$ cat src/rtl/wash_pkg.sv
// Shared types and constants for the washer pre-wash setup controller.
package wash_pkg;

    typedef enum logic [1:0] {
        S_BAL  = 2'd0,
        S_MODE = 2'd1,
        S_WGT  = 2'd2,
        S_RUN  = 2'd3
    } state_t;

    localparam logic [3:0] BLANK      = 4'hB;

    localparam logic [3:0] LIGHT_BAL  = 4'b0001;
    localparam logic [3:0] LIGHT_MODE = 4'b0010;
    localparam logic [3:0] LIGHT_WGT  = 4'b0100;
    localparam logic [3:0] LIGHT_RUN  = 4'b1000;

    function automatic logic [3:0] state_light(input state_t s);
        case (s)
            S_BAL:   return LIGHT_BAL;
            S_MODE:  return LIGHT_MODE;
            S_WGT:   return LIGHT_WGT;
            default: return LIGHT_RUN;
        endcase
    endfunction

endpackage

$ cat src/rtl/wash_bcd2bin.sv
// Combinational BCD to binary conversion, most significant digit first.
module wash_bcd2bin #(
    parameter int NDIG = 3,
    parameter int BW   = $clog2(10**NDIG)
) (
    input  logic [4*NDIG-1:0] bcd,
    output logic [BW-1:0]     bin
);

    logic [BW-1:0] acc;

    // Multiply-by-ten accumulate chain across the digits
    always_comb begin
        acc = '0;
        for (int unsigned k = 0; k < NDIG; k++) begin
            acc = BW'(acc * BW'(10)) + BW'(bcd[4*(NDIG-1-k) +: 4]);
        end
        bin = acc;
    end

endmodule

$ cat src/rtl/wash_setup_ctrl.sv
// Pre-wash setup controller: balance entry, mode select, weight entry,
// cost check and a single start pulse towards the wash sequencer.
module wash_setup_ctrl
    import wash_pkg::*;
#(
    parameter int                     NDIG      = 3,
    parameter int                     NMODES    = 4,
    parameter int                     MAX_WGT   = 20,
    parameter int unsigned            TICK_DIV  = 66_000_000,
    parameter int unsigned            IDLE_TO   = 1_000_000_000,
    parameter logic [8*NMODES-1:0]    PRICE_TBL = {8'd4, 8'd3, 8'd2, 8'd1},
    localparam int                    BW        = $clog2(10**NDIG)
) (
    input  logic              clk,
    input  logic              rst,
    input  logic              on,
    input  logic [NDIG-1:0]   dig_sw,
    input  logic              sign_sw,
    input  logic              r_pls,
    input  logic              m_pls,
    input  logic              u_pls,
    input  logic              d_pls,
    input  logic              lid_open,
    input  logic              wash_done,
    output logic [4*NDIG-1:0] disp_bcd,
    output logic              disp_neg,
    output logic [3:0]        st_light,
    output logic [2:0]        mode,
    output logic [4:0]        weight,
    output logic [BW-1:0]     bal,
    output logic              start,
    output logic              err
);

    localparam int CW = (BW > 13) ? BW + 1 : 14;

    state_t            state, state_d;
    logic [4*NDIG-1:0] dig, dig_d;
    logic              neg, neg_d;
    logic [BW-1:0]     bal_d, bal_bin;
    logic [2:0]        mode_d;
    logic [4:0]        weight_d;
    logic              err_d, start_q, start_d;
    logic [31:0]       tick, tick_d, idle, idle_d;
    logic              any_key, tick_wrap, idle_expired, accept;
    logic [7:0]        price;
    logic [CW-1:0]     cost, bal_w;
    logic [5:0]        wsum;
    logic [3:0]        w_tens, w_units;

    wash_bcd2bin #(.NDIG(NDIG), .BW(BW)) u_bcd2bin (
        .bcd (dig),
        .bin (bal_bin)
    );

    assign any_key      = r_pls | m_pls | u_pls | d_pls;
    assign tick_wrap    = (tick == 32'(TICK_DIV - 1));
    assign idle_expired = !any_key && (idle == 32'(IDLE_TO - 1));
    assign price        = PRICE_TBL[8*mode +: 8];
    assign cost         = CW'(weight) * CW'(price);
    assign bal_w        = CW'(bal);
    assign accept       = !lid_open && (weight != 5'd0) && (cost <= bal_w);
    assign wsum         = 6'(weight) + (dig_sw[0] ? 6'd10 : 6'd1);

    // Next-state and next-datapath values; on=0 holds everything
    always_comb begin
        state_d  = state;
        dig_d    = dig;
        neg_d    = neg;
        bal_d    = bal;
        mode_d   = mode;
        weight_d = weight;
        err_d    = err;
        start_d  = 1'b0;
        tick_d   = tick;
        idle_d   = idle;
        if (on) begin
            if (any_key) err_d = 1'b0;
            case (state)
                S_BAL: begin
                    idle_d = '0;
                    tick_d = tick_wrap ? '0 : tick + 32'd1;
                    // Confirm samples the registered digits, so a coincident tick never counts
                    if (m_pls) begin
                        dig_d = '0;
                        if (dig_sw == '0 && !sign_sw && !neg) begin
                            bal_d   = bal_bin;
                            state_d = S_MODE;
                            tick_d  = '0;
                        end else begin
                            neg_d = 1'b0;
                            err_d = 1'b1;
                        end
                    end else if (tick_wrap) begin
                        for (int unsigned i = 0; i < NDIG; i++) begin
                            if (dig_sw[i]) begin
                                dig_d[4*i +: 4] = (dig[4*i +: 4] == 4'd9) ? 4'd0 : dig[4*i +: 4] + 4'd1;
                            end
                        end
                        if (sign_sw) neg_d = ~neg;
                    end
                end
                S_MODE: begin
                    tick_d = '0;
                    idle_d = any_key ? '0 : idle + 32'd1;
                    if (!m_pls) begin
                        if (u_pls) begin
                            state_d  = S_WGT;
                            weight_d = '0;
                        end else if (r_pls) begin
                            mode_d = (mode == 3'(NMODES - 1)) ? 3'd0 : mode + 3'd1;
                        end else if (d_pls) begin
                            mode_d = (mode == 3'd0) ? 3'(NMODES - 1) : mode - 3'd1;
                        end
                    end
                    if (idle_expired) begin
                        state_d = S_BAL;
                        idle_d  = '0;
                        err_d   = 1'b0;
                    end
                end
                S_WGT: begin
                    tick_d = '0;
                    idle_d = any_key ? '0 : idle + 32'd1;
                    if (m_pls) begin
                        if (accept) begin
                            start_d = 1'b1;
                            bal_d   = BW'(bal_w - cost);
                            state_d = S_RUN;
                        end else begin
                            err_d = 1'b1;
                        end
                    end else if (!u_pls) begin
                        if (r_pls) begin
                            weight_d = (wsum > 6'(MAX_WGT)) ? 5'(MAX_WGT) : wsum[4:0];
                        end else if (d_pls) begin
                            weight_d = (weight == 5'd0) ? 5'd0 : weight - 5'd1;
                        end
                    end
                    if (idle_expired) begin
                        state_d = S_BAL;
                        idle_d  = '0;
                        err_d   = 1'b0;
                    end
                end
                default: begin
                    tick_d = '0;
                    idle_d = '0;
                    if (wash_done) state_d = (bal == '0) ? S_BAL : S_MODE;
                end
            endcase
        end
    end

    // State and datapath registers
    always_ff @(posedge clk or negedge rst) begin
        if (!rst) begin
            state   <= S_BAL;
            dig     <= '0;
            neg     <= 1'b0;
            bal     <= '0;
            mode    <= '0;
            weight  <= '0;
            err     <= 1'b0;
            start_q <= 1'b0;
            tick    <= '0;
            idle    <= '0;
        end else begin
            state   <= state_d;
            dig     <= dig_d;
            neg     <= neg_d;
            bal     <= bal_d;
            mode    <= mode_d;
            weight  <= weight_d;
            err     <= err_d;
            start_q <= start_d;
            tick    <= tick_d;
            idle    <= idle_d;
        end
    end

    // Weight (0..31) split into tens and units
    always_comb begin
        w_tens  = 4'd0;
        w_units = 4'(weight);
        if (weight >= 5'd30) begin
            w_tens  = 4'd3;
            w_units = 4'(weight - 5'd30);
        end else if (weight >= 5'd20) begin
            w_tens  = 4'd2;
            w_units = 4'(weight - 5'd20);
        end else if (weight >= 5'd10) begin
            w_tens  = 4'd1;
            w_units = 4'(weight - 5'd10);
        end
    end

    // Display digit selection per phase
    always_comb begin
        disp_bcd = dig;
        if (state != S_BAL) begin
            for (int unsigned i = 0; i < NDIG; i++) begin
                disp_bcd[4*i +: 4] = BLANK;
            end
            if (state == S_MODE) begin
                disp_bcd[3:0] = {1'b0, mode};
            end else begin
                disp_bcd[3:0] = w_units;
                if (NDIG > 1) disp_bcd[4*(NDIG > 1 ? 1 : 0) +: 4] = w_tens;
            end
        end
    end

    assign disp_neg = neg;
    assign st_light = state_light(state);
    assign start    = start_q & on;

endmodule

$ cat config.mk
export PLATFORM = sky130hd
export DESIGN_NAME = wash_setup_ctrl
export DESIGN_NICKNAME = d
export VERILOG_FILES = /design/src/rtl/wash_pkg.sv /design/src/rtl/wash_bcd2bin.sv /design/src/rtl/wash_setup_ctrl.sv
export SDC_FILE = /design/constraint.sdc
export NUM_CORES = 1
export LEC_CHECK = 0
export CAP_MARGIN = 20
export CORE_AREA = 5 5 133 135
export DETAILED_ROUTE_END_ITERATION = 7
export DIE_AREA = 0 0 138 140
export PLACE_DENSITY = 0.72
export SKIP_LAST_GASP = 1
export SYNTH_ARGS = -nofsm -noshare
export SYNTH_HDL_FRONTEND = slang
export SYNTH_SLANG_ARGS = --single-unit
$ cat constraint.sdc
create_clock -name clk -period 5.7 [get_ports clk]
set_input_delay 1.425 -clock clk [delete_from_list [all_inputs] [get_ports clk]]
set_output_delay 1.425 -clock clk [all_outputs]
set_load 0.01 [all_outputs]
# After elaboration in Yosys (flattened, before gate mapping)
# Index checks and enable logic that the tools add are counted.
# totals
ff_bits	99
output_inout_bits	37
input_bits	13
word_cells	170
# classes
n_reduce_logical	34
order_cmp	5
n_bitwise	7
multipliers	3
mux	71
add_sub_neg	15
shifts	1
n_eq_ne	22
# ops
operator	n
32-bit 2-to-1 mux	7
32-bit by 1-bit adder with 32-bit output (second input constant)	2
4-bit 2-to-1 mux	12
10-bit 2-to-1 mux	4
5-bit 2-to-1 mux	8
12-bit 2-to-1 mux	3
32-bit by 26-bit equality test with 1-bit output (second input constant)	1
32-bit by 30-bit equality test with 1-bit output (second input constant)	1
32-bit by 7-bit variable part select with 8-bit output (first input constant)	1
2-bit 2-to-1 mux	11
10-bit by 4-bit adder with 10-bit output	2
10-bit case mux with 2 select lines	1
2-bit inequality test (second input constant)	9
2-bit nonzero test	9
1-bit 2-to-1 mux	17
3-bit inequality test (second input constant)	5
13-bit by 10-bit <= comparator with 1-bit output	1
5-bit by 8-bit multiplier with 13-bit output	1
4-bit by 1-bit adder with 4-bit output (second input constant)	3
4-bit equality test (second input constant)	3
3-bit 2-to-1 mux	4
4-bit case mux with 3 select lines	1
4-bit AND reduction	3
5-bit greater-or-equal comparator (second input constant)	2
other kinds (33)	47

# Depth between registers and ports, before layout
# logic_depth
word_depth	8
depth_mapped	22
mapped_depth_nobuf	21

# Modules after synthesis
# A second synthesis with hierarchy kept.
# unflattened
cells_unflattened	995
hier_area_um2	8425.6
# by_module_without_submodules
module	seq_area_each_um2	cells_each	instances	area_per_inst_um2
wash_setup_ctrl	2477.4	912	1	7679.9
wash_bcd2bin	0.0	83	1	745.7

# Worst setup path before layout
# No wires, ideal clock.
# synth_timing
path_type	reg-to-reg
startpoint	register mode[0]
endpoint	register bal[0]
required_time_ps	5575
stages_incl_launch_ff	23
t_arrival_ps	5214
setup_ps	125
period_less_slack_ps	5338
path_buffers	1
setup_slack_ps	362
cell_sequence	dfrtp_1 > clkbuf_1 > inv_1 > ha_1 > nor2b_1 > and2_1 > ha_1 > ha_1 > ha_1 > ha_1 > a21o_1 > a21oi_1 > o21bai_1 > a21oi_1 > xnor2_1 > ha_1 > and3_1 > nand3_1 > a21oi_1 > o221ai_1 > nand3_1 > a21oi_2 > mux2_2
# synth_via
elab_chain_cells	6
# synth_lines
element	line_no	rtl
start: declaration	wash_setup_ctrl.sv:28	output logic [2:0] mode,
start signal: assignment	wash_setup_ctrl.sv:173	mode <= mode_d;
32-bit by 7-bit variable part select with 8-bit output (*)	wash_setup_ctrl.sv:59	assign price = PRICE_TBL[8*mode +: 8];
5-bit by 8-bit multiplier with 13-bit output (*)	wash_setup_ctrl.sv:60	assign cost = CW'(weight) * CW'(price);
13-bit by 10-bit <= comparator with 1-bit output / 10-bit subtractor (equally long branches)	wash_setup_ctrl.sv:62, wash_setup_ctrl.sv:128	
1-bit logical AND / 10-bit 2-to-1 mux (equally long branches)	wash_setup_ctrl.sv:62, wash_setup_ctrl.sv:126	
2-bit inequality test (no line) / 10-bit 2-to-1 mux (equally long branches)	n/a	
6-bit AND reduction (no line) / 10-bit case mux with 2 select lines (equally long branches)	n/a	
end signal: assignment	wash_setup_ctrl.sv:172	bal <= bal_d;
end: declaration	wash_setup_ctrl.sv:30	output logic [BW-1:0] bal,
# Mark *: on every way between the ends. The rest lies on a longest branch, timed or not. The select of a mux whose other input is x is not followed.
# A chain may end at the register's enable or synchronous reset.

# Worst setup path after layout
# layout_timing
startpoint	register mode[1]
endpoint	register bal[4]
# The elaborated chain is that of the path after synthesis.

==> summary.md <==
| Metric | Value |
|---|---|
| Status | completed |
| DRC violations left | 0 |
| CP endpoint kind | flop |
| DR pass1 iterations | 5 |
| Num CTS Buffers | 9 |
| Area grow syn2layout | 13.0% |
| Routed Antenna Nets | 0 |
| Seq/Total Area, Yosys | 30.8% |
| DIE HEIGHT | 140 µm |
| Initial antenna violation count | 0 |
| Row cnt | 47 |
| RSZ-0062 raised after global routing | false |
| Initial core utilization | just under 50% |
| Die Wd | 138 µm |
| Share of cells above drive strength 1 | 5.18% |
| Routed len/inst | roughly 16 µm |
| Skew-Pair Late Insertion Delay | between 0.3 and 0.4 ns |
| Fillers | 1,515 |
| Critical-path cell list | inv_1 -> ha_1 -> nor2b_1 -> and2_1 -> ha_1 -> ha_1 -> ha_1 -> ha_1 -> a21o_1 -> a21oi_1 -> o21bai_1 -> a21oi_1 -> xnor2_1 -> ha_1 -> and3_1 -> nand3_1 -> a21oi_1 -> o221ai_1 -> nand3_1 -> a21oi_2 -> buf_4 -> mux2i_1 |
| CP Launch Type | flop |
| Post-layout minimum cycle time | 5.28 ns |
| Fin crit share | between 90% and 100% |
| DP Wirelength | 14,400 µm |
| Post-Syn Area per Cell | 8.36 µm² |
| Worst EP arrival | around 5.6 ns |
| Mapped Area | 8050 µm² |
| Die Area | ~19,000 µm² |
| Max rail drop VDD | around 210 µV |
| DR iter-0 viols | 548 |
| Inserted Diodes | 0 |
| Clock-pin slew on the worst setup and hold paths | 0.07 ns |
| Vias per inst | a little under 6 |
| Most used cell, CP | ha_1 |
| Routability cong. | about 0.92 |
| Setup Skew | ~0.0082 ns |
| Via count | 7,155 |
| Post-CTS sizing | 0 |
| Util after Layout | 55.7% |
| Fin. max-slew vios | 0 |
| Asr flop ratio synth | 100% |
| #FFs+latches synth | 99 |
| GRT Resource Usage Total | 20.5% |
| Crit path largest cell delay | 0.42 ns |
| H-tree Lvls | 3 |
| Final WL | between 15,000 and 20,000 µm |
| Worst R2R Setup Slack | 0.42 ns |
| # nets final | ~1,100 |
| Root Driver | clkbuf_16 |
| CTS tree | built |
| Post-synth top flop | dfrtp_1 |
| Vias in the first global route | between 6,000 and 7,000 |
| Setup Fix Bufs, Post-CTS | 0 |
| CP max stage cell | dfrtp_1 |
| CTS sink cnt | 99 |
| I/O pin total | 50 |
| Worst-Margin Slew | 1.02 ns |
| HP Class | flop to flop |
| Max-cap violations | 0 |
| Critical Path RT | 5.98 ns |
| Peak fanout along the critical path | 6 |
| Max_slew headroom | between 30% and 40% |
| CTS hold repair buffers | 0 |
| Core area | 16,300 µm² |
| Clk buf depth | 2 |
| Global-route wire length before repair | 33,300 µm |
| Port buffer count | 49 |
| Final Cell Area | between 9000 and 10,000 µm² |
| Critical path class | flop to flop |
| DP Area | 8760 µm² |
| Setup violators final | 0 |
| Syn_nets | 1,070 |
| Cells after synthesis | between 900 and 1,000 |
| Yosys synthesis warning count | 0 |
| Tot Pwr | 0.00312 W |
| Power per cell area | 343 nW/µm² |
| Final hold vios | 0 |
| Fmax | 0.189 GHz |
| Synth cell types | 67 |
| Largest net degree at the start of global routing | 65 |
| Congestion Overflow GR | 0 |
| Leakage | just over 4 nW |
| Setup TNS | 0 ns |
| EDFF count, synth | 0 |
-- registers in the layout (all words and copies together), names as in the netlist --
| name | count |
|---|---|
| dig | 12 |
| disp_neg | 1 |
| tick | 32 |
| err | 1 |
| weight | 5 |
| start_q | 1 |
| bal | 10 |
| mode | 3 |
| idle | 32 |
| state | 2 |
-- critical path: cells and delay by family, from the launching register on --
kind	cells	cell delay, ns
fa+ha+maj	6	1.86
compound gates	7	1.33
simple gates	5	0.92
flops	1	0.42
buf+inv	2	0.32
mux	1	0.19
xor+xnor	1	0.16
-- cell usage after synthesis (10+ instances only) --
| library cell | number | area share (%) |
|---|---|---|
| ha_1 | 85 | 13 |
| dfrtp_1 | 99 | 31 |
| o41ai_1 | 13 | 1.4 |
| nand4_1 | 10 | 0.78 |
| and2_1 | 10 | 0.78 |
| nor2_1 | 57 | 2.7 |
| nand2_1 | 111 | 5.2 |
| mux2i_1 | 13 | 1.6 |
| o21ai_0 | 104 | 6.5 |
| inv_1 | 62 | 2.9 |
| nand3_1 | 44 | 2.7 |
| a21oi_1 | 48 | 3.0 |
| xor2_1 | 13 | 1.4 |
| xnor2_1 | 24 | 2.6 |
| nor3_1 | 19 | 1.2 |
| clkbuf_1 | 27 | 1.3 |
| a21o_1 | 14 | 1.3 |
| nor2b_1 | 14 | 1.1 |
| nor4_1 | 10 | 0.78 |
| nand2b_1 | 14 | 1.1 |
| o31ai_1 | 25 | 2.3 |
| and3_1 | 16 | 1.2 |
-- kinds of logic after synthesis --
group,synth area share [%]
muxes,2.59
xor gates and xnor gates,4.32
AOI/OAI and AO/OA,20.5
adders and majority gates,15.4
DFF,30.8
buffers and inverters,4.80
and+or+nand+nor,21.6
-- routing by layer --
metal / track usage (%) / share of wire (%) / vias to the layer above
li1: - / - / 3539
met1: 27.1 / 46 / 3405
met2: 34.4 / 47 / 170
met3: 2.32 / 3.8 / 41
met4: 8.74 / 3.2 / 0
met5: 0 / 0 / -
-- cell usage in the layout (no fill, tap or decap), drive strengths merged, types with 9 or more instances in the layout --
cell	count
a21oi	49
nand3	44
and2	10
xnor2	24
a21o	14
o31ai	25
o21ai	104
and3	17
o41ai	13
fa	9
mux2i	13
inv	65
or2	9
clkdlybuf4s50	48
nor2b	14
nor2	57
xor2	13
ha	85
a31oi	9
dfrtp	99
buf	14
nand2	111
nand4	10
nor4	10
nor3	19
clkbuf	10
nand2b	14
-- cell type report --
cell class	instances	area (µm²)	share of cell area [%]
multi-input cells	764	5190	57.0
flip-flops and latches	99	2480	27.2
repair buffers	62	586	6.44
well taps	220	275	3.03
clock buffers	10	239	2.63
inverters	63	236	2.60
clock inverters	6	96.3	1.06
-- worst paths after layout --
check                                    startpoint                   to  cells after the start
worst max-delay path            mode[1]$_DFFE_PN0P_   bal[4]$_DFFE_PN0P_                     22
worst min-delay path            idle[8]$_DFFE_PN0P_  idle[8]$_DFFE_PN0P_                      1
worst max register to register  mode[1]$_DFFE_PN0P_   bal[4]$_DFFE_PN0P_                     22
worst min register to register  idle[8]$_DFFE_PN0P_  idle[8]$_DFFE_PN0P_                      1
max in group asynchronous                       rst   bal[9]$_DFFE_PN0P_                      2
min in group asynchronous                       rst   bal[1]$_DFFE_PN0P_                      1
-- power breakdown --
part / internal (W) / total, W / switching, W
Clock: 0.000403 / 0.000699 / 0.000296
Sequential: 0.000770 / 0.000876 / 0.000107
Combinational: 0.000686 / 0.00155 / 0.000862
-- through the flow --
stage	hold slack [ns]	setup WS [ns]	instances
3_3_place_gp	0.472	0.674	1208
5_1_grt	0.511	0.0629	1224
2_1_floorplan	0.445	0.362	963
6_report	0.486	0.419	1224
4_1_cts	0.485	0.443	1224
3_5_place_dp	0.475	0.484	1208
(Power assumes the default switching activity.)
